## src/rtl/uart_cmd_engine.sv

```systemverilog
// Host command engine: parses UART 'W'/'R'/'?' commands, drives the memory
// override port and returns response bytes through the TX handshake.
module uart_cmd_engine #(
  parameter int MEM_LATENCY = 1,
  parameter int TIMEOUT     = 2700000
) (
  input  logic        clk,
  input  logic        rst_n,
  input  logic        byteReady,
  input  logic [7:0]  dataIn,
  output logic        byteReadyOut,
  output logic [7:0]  dataOut,
  input  logic        byteSending,
  output logic        overrideMemControl,
  output logic        overrideMemRnW,
  output logic [15:0] overrideMemAddr,
  output logic [15:0] overrideMemDataIn,
  input  logic [15:0] overrideMemDataOut
);

  typedef enum logic [2:0] {
    IDLE, ADDR_H, ADDR_L, DATA_H, DATA_L, MEM, TX_REQ, TX_WAIT
  } state_t;

  localparam int TW = (TIMEOUT > 1) ? $clog2(TIMEOUT) : 1;
  localparam int MW = $clog2(MEM_LATENCY + 1);
  localparam logic [TW-1:0] TIMEOUT_LAST = TW'(TIMEOUT - 1);
  localparam logic [MW-1:0] MEM_LAST     = MW'(MEM_LATENCY);

  localparam logic [7:0] CMD_W    = 8'h57;
  localparam logic [7:0] CMD_R    = 8'h52;
  localparam logic [7:0] CMD_PING = 8'h3F;
  localparam logic [7:0] RSP_OK   = 8'h4B;
  localparam logic [7:0] RSP_PING = 8'h4D;

  state_t          stateReg, stateNext;
  logic            isWriteReg;
  logic            respPendingReg;
  logic [15:0]     addrReg;
  logic [15:0]     dataReg;
  logic [7:0]      rdLowReg;
  logic [7:0]      dataOutReg;
  logic [TW-1:0]   timeoutCntReg;
  logic [MW-1:0]   memCntReg;

  logic parsing, timedOut, memLast;

  assign parsing  = (stateReg == ADDR_H) || (stateReg == ADDR_L) ||
                    (stateReg == DATA_H) || (stateReg == DATA_L);
  // A byte landing on the timeout cycle wins over the abort.
  assign timedOut = parsing && !byteReady && (timeoutCntReg == TIMEOUT_LAST);
  assign memLast  = (memCntReg == MEM_LAST);

  always_ff @(posedge clk) begin
    if (!rst_n) stateReg <= IDLE;
    else        stateReg <= stateNext;
  end

  always_comb begin
    stateNext = stateReg;
    case (stateReg)
      IDLE: begin
        if (byteReady) begin
          if (dataIn == CMD_W || dataIn == CMD_R) stateNext = ADDR_H;
          else if (dataIn == CMD_PING)            stateNext = TX_REQ;
        end
      end
      ADDR_H:  if (timedOut) stateNext = IDLE; else if (byteReady) stateNext = ADDR_L;
      ADDR_L:  if (timedOut) stateNext = IDLE;
               else if (byteReady) stateNext = isWriteReg ? DATA_H : MEM;
      DATA_H:  if (timedOut) stateNext = IDLE; else if (byteReady) stateNext = DATA_L;
      DATA_L:  if (timedOut) stateNext = IDLE; else if (byteReady) stateNext = MEM;
      MEM:     if (memLast) stateNext = TX_REQ;
      TX_REQ:  if (byteSending) stateNext = TX_WAIT;
      TX_WAIT: if (!byteSending) stateNext = respPendingReg ? TX_REQ : IDLE;
      default: stateNext = IDLE;
    endcase
  end

  always_ff @(posedge clk) begin
    if (!rst_n) begin
      isWriteReg     <= 1'b0;
      respPendingReg <= 1'b0;
      addrReg        <= '0;
      dataReg        <= '0;
      rdLowReg       <= '0;
      dataOutReg     <= '0;
      timeoutCntReg  <= '0;
      memCntReg      <= '0;
    end else begin
      if (!parsing || byteReady) timeoutCntReg <= '0;
      else                       timeoutCntReg <= timeoutCntReg + 1'b1;

      if (stateReg == MEM) memCntReg <= memCntReg + 1'b1;
      else                 memCntReg <= '0;

      case (stateReg)
        IDLE: begin
          if (byteReady) begin
            isWriteReg     <= (dataIn == CMD_W);
            respPendingReg <= 1'b0;
            if (dataIn == CMD_PING) dataOutReg <= RSP_PING;
          end
        end
        ADDR_H: if (byteReady) addrReg[15:8] <= dataIn;
        ADDR_L: if (byteReady) addrReg[7:0]  <= dataIn;
        DATA_H: if (byteReady) dataReg[15:8] <= dataIn;
        DATA_L: if (byteReady) dataReg[7:0]  <= dataIn;
        MEM: begin
          if (memLast) begin
            if (isWriteReg) begin
              dataOutReg <= RSP_OK;
            end else begin
              dataOutReg     <= overrideMemDataOut[15:8];
              rdLowReg       <= overrideMemDataOut[7:0];
              respPendingReg <= 1'b1;
            end
          end
        end
        TX_WAIT: begin
          if (!byteSending && respPendingReg) begin
            dataOutReg     <= rdLowReg;
            respPendingReg <= 1'b0;
          end
        end
        default: ;
      endcase
    end
  end

  always_comb begin
    overrideMemControl = (stateReg == MEM);
    overrideMemRnW     = !((stateReg == MEM) && isWriteReg);
    overrideMemAddr    = addrReg;
    overrideMemDataIn  = dataReg;
    byteReadyOut       = (stateReg == TX_REQ);
    dataOut            = dataOutReg;
  end

endmodule

```

## config.mk

```make
export PLATFORM = sky130hd
export DESIGN_NAME = uart_cmd_engine
export DESIGN_NICKNAME = d
export VERILOG_FILES = /design/src/rtl/uart_cmd_engine.sv
export SDC_FILE = /design/constraint.sdc
export NUM_CORES = 1
export LEC_CHECK = 0
export CAP_MARGIN = 20
export CORE_AREA = 3 3 92 94
export DETAILED_ROUTE_END_ITERATION = 6
export DIE_AREA = 0 0 95 97
export GPL_ROUTABILITY_DRIVEN = 0
export PLACE_DENSITY = 0.7
export SYNTH_ARGS = -nofsm -noshare
export SYNTH_HDL_FRONTEND = slang
export SYNTH_SLANG_ARGS = --single-unit
export TNS_END_PERCENT = 100
```

## constraint.sdc

```tcl
create_clock -name clk -period 3.6 [get_ports clk]
set_input_delay 1.08 -clock clk [delete_from_list [all_inputs] [get_ports clk]]
set_output_delay 1.08 -clock clk [all_outputs]
set_load 0.1 [all_outputs]
```

; After elaboration in Yosys (flattened, before gate mapping)
; Index checks and enable logic that the tools add are counted.
[classes]
add_sub_neg = 2
eq_ne = 23
mux = 28
bitwise_logic = 2
n_reduce_logical = 26
[ops]
columns = operator, count
row1 = 3-bit two-way mux, 16
row2 = 8-bit two-way mux, 5
row3 = 3-bit case mux with 8 select lines, 1
row4 = 8-bit case mux with 3 select lines, 1
row5 = "22-bit by 1-bit adder with 22-bit output, second input constant", 1
row6 = "22-bit == test, second input constant", 1
row7 = "8-bit by 7-bit == test with 1-bit output, second input constant", 2
row8 = "3-bit != test, second input constant", 5
row9 = "3-bit == test, second input constant", 4
row10 = 2-bit AND reduction, 6
row11 = "2-bit != test, second input constant", 5
row12 = 5-bit AND reduction, 2
row13 = 9-bit AND reduction, 1
row14 = "8-bit by 6-bit == test with 1-bit output, second input constant", 1
row15 = "3-bit by 2-bit == test with 1-bit output, second input constant", 2
row16 = 1-bit logical OR, 5
row17 = 1-bit logical AND, 4
row18 = 1-bit logical NOT, 4
row19 = 1-bit two-way mux, 4
row20 = "2-bit by 1-bit != test with 1-bit output, second input constant", 2
row21 = "3-bit by 1-bit == test with 1-bit output, second input constant", 1
row22 = 3-bit logical NOT, 1
row23 = 1-bit case mux with 3 select lines, 1
row24 = 3-bit AND reduction, 1
row25 = 4 further kinds, 5
[totals]
reg_bits = 76
inputBits = 28

; Longest topological paths before layout
[depth]
depth_word = 8
mapped_depth = 7

; Least setup slack after synthesis
; Ideal clock, no wire load.
[synth_timing]
kind = register to output
from = register stateReg[1]
to = output port overrideMemRnW
arrival_ps = 3062
required_time_ps = 2520
setup_slack_ps = -542
path_stages_with_launch = 5
n_path_buf = 2
path_cell_list = dfxtp_1 > buf_6 > clkbuf_1 > nor2_1 > nand2_1
[synth_between]
elab_chain_len = 3
[synth_lines]
columns = element, line
row1 = from (decl), 36  ; state_t stateReg, stateNext;
row2 = from (signal assigned), 56  ; else stateReg <= stateNext;
row3 = 3-bit == test, n/a
row4 = named net overrideMemControl, 14  ; output logic overrideMemControl,
row5 = 1-bit logical AND, 133  ; overrideMemRnW = !((stateReg == MEM) && isWriteReg);
row6 = 1-bit logical NOT, 133
row7 = to (decl), 15  ; output logic overrideMemRnW,
; The timed path passes the listed nets, and every way through them passes these cells.

; Worst setup path after layout
[layout_timing]
from = input port dataIn[7]
to = register dataOutReg[4], in the netlist dataOut[4]
[layout_between]
elab_chain_len = 3
[layout_lines]
columns = element, line
row1 = from (decl), 10  ; input logic [7:0] dataIn,
row2 = 8-bit by 6-bit == test with 1-bit output, 102  ; if (dataIn == CMD_PING) dataOutReg <= RSP_PING;
row3 = 2-bit != test (no source line), n/a
row4 = 5-bit AND reduction (no source line), n/a
row5 = to (signal assigned), 114  ; dataOutReg <= overrideMemDataOut[15:8];
row6 = to (signal assigned), 122  ; dataOutReg <= rdLowReg;
row7 = to (decl), 42  ; logic [7:0] dataOutReg;
; Every way passes these cells.
; A chain may end at the register's enable or synchronous reset.

==> results.cfg <==
[synth]
yosysTopAreaCell = dfxtp_1
netlist_area_um2 = 3440
synthFlopType = dfxtp_1
synth_seq_cells = 76
synth_top_cell_area_share = 0.442
async_flop_share = 0
synth_edf_count = 0
synth_cells = 398
synthDistinctLibCells = 55
yosysSeqAreaShare = 0.442
synthTopCellsByArea = dfxtp_1 44%, nand2_1 8.4%, a21boi_0 5.5%
ys_warn_count = 0
syn_nets = 427
syn_avg_cell_area_um2 = 8.64

[cts]
cts_buffer_depth = 2
path_clk_slew_ps = 70
clock_latency_ps = 350
h-tree-depth = 3
hold_buffers = 0
cts_buffers = 9
clkSinkCount = 76
cts_setup_buffers = 0
cts_resized = 0
root_buffer = clkbuf_8
cts_tree = built

[detailed_routing]
dr.pass1.iters = 6
post_drt_wl_per_cell_um = 14.6
vias = 2935
viasPerCell = 5.12
drc_errors = 0
finalWirelength_um = 8370
drtAntennaViolNets = 0
drtIter0Drc = 133

[placed_design]
place_ws_ps = 178
placed_cell_area_um2 = 4120
dp_hpwl_um = 6000
io_buffer_count = 70

[final_layout]
postLayoutCellArea_um2 = 4360
final.fill_count = 711
diodes = 0
final_common_cell = nand2_1
drive_gt1_frac = 0.176
fin_nets = 496
fin_util = 0.564
mostFrequentLayoutCells = 77 x nand2_1, 76 x dfxtp_1, 52 x buf_4, 26 x nor2_1, 26 x clkdlybuf4s50_1
areaGrowthSynthToFinish_pct = 26.8

[run_status]
status = finished, final reports clean

[pwr]
p_leak_nw = 1.60
power.density_nw_per_um2 = 587
vdd_drop_max_mv = 0.335

[job]
cap_violations = 0

[sta]
finalSetupTns_ps = 0
hold_viol = 0
timing.fmax_ghz = 0.324
holdWs_ps = 467
worstMarginPinSlew_ps = 678
finalSetupViolations = 0
drv_slew = 0
clock_skew_ps = 8.94
period_share = 0.858
rsz0062_at_grt = no
fin_ws_ps = 511
slew_headroom = 0.547
finalCriticalPeriod_ps = 3090

[die]
num_rows = 32
core_area_um2 = 7730
die-height_um = 97
dieArea_um2 = 9220
start_util = 0.445
ioPinCount = 71
die-width_um = 95

[grt]
grt_max_degree = 46
track_usage = 0.186
antenna_found_initial = 0
overflow = 0
grt_pass1_vias = 2860
grt_pass1_wl_um = 13700

[worst_setup_path]
cp-end-kind = flop
arrival_ps = 3360
crit_path_max_fanout = 11
startpoint_type = primary input
crit_type = primary input to flop
worstPathRequired_ps = 3870

[hold_path]
hp-class = flop to flop
[logic make-up after synthesis]
kind of cell    count (synthesis)  share of synthesized area
buf+inv                        27                     0.0426
flops                          76                      0.442
compound gates                 74                      0.153
mux                            12                     0.0349
fa+ha+maj                       1                    0.00364
xor+xnor                       20                     0.0509
simple gates                  188                      0.272
[worst max-delay path, stage by stage]
cell and delay [ps]:
clkdlybuf4s50_1 490, nand3b_1 240, or4_4 550, a221o_1 490, or3_1 380, a21boi_1 130
[sequential cells by signal, summed over array words and instances, names as in the netlist]
signal / cells
dataOut: 8
respPendingReg: 1
isWriteReg: 1
stateReg: 3
rdLowReg: 8
overrideMemAddr: 16
overrideMemDataIn: 16
memCntReg: 1
timeoutCntReg: 22
[cells in the mapped netlist (2+ instances only)]
master,count
a21boi_0,25
a21boi_1,4
a21oi_1,7
a22oi_1,3
and3_1,7
and4_1,4
buf_6,2
clkbuf_1,17
clkbuf_8,3
dfxtp_1,76
inv_1,4
mux2i_1,12
nand2_1,77
nand2b_1,3
nand3_1,18
nand4_1,4
nor2_1,27
nor2b_1,15
nor3_1,6
nor4_1,6
nor4b_1,2
nor4bb_1,2
o21ai_0,14
o221a_2,3
o22ai_1,4
or3_1,6
xnor2_1,13
xor2_1,7
[path summary, 6_finish.rpt]
kind,start,endpoint,slack (ps),cells after the start
worst max-delay path,dataIn[7],dataOut[4],510,6
worst min-delay path,overrideMemAddr[15],overrideMemAddr[15],470,2
worst max register to register,stateReg[0],dataOut[4],1230,5
worst min register to register,overrideMemAddr[15],overrideMemAddr[15],470,2
[area by class of cell]
| type | count | area [um^2] | area share |
|---|---|---|---|
| clock buffer | 10 | 138 | 0.0316 |
| clock inverter | 5 | 100 | 0.0230 |
| inverter | 5 | 18.8 | 0.00430 |
| multi-input combinational | 295 | 1780 | 0.408 |
| sequential | 76 | 1520 | 0.349 |
| tap | 102 | 128 | 0.0293 |
| timing repair buffer | 80 | 676 | 0.155 |
[metal layers]
| metal | GRT usage | vias to the layer above | share of wire |
|---|---|---|---|
| li1 | - | 1518 | - |
| met1 | 0.255 | 1346 | 0.50 |
| met2 | 0.284 | 60 | 0.44 |
| met3 | 0.0358 | 11 | 0.042 |
| met4 | 0.0766 | 0 | 0.017 |
| met5 | 0 | - | 0 |
[power breakdown]
group / internal [mW] / total, mW / switching, mW
clock network: 0.473 / 0.773 / 0.299
registers: 0.906 / 0.974 / 0.0676
logic: 0.234 / 0.813 / 0.579
[stage by stage]
| step | std cells | power, mW |
|---|---|---|
| after floorplan | 398 | 1.64 |
| after global placement | 558 | 1.80 |
| after detailed placement | 558 | 1.81 |
| after CTS | 573 | 2.58 |
| after global routing | 573 | 2.66 |
| final | 573 | 2.56 |
Note: power is estimated with default switching activity, not from simulation.
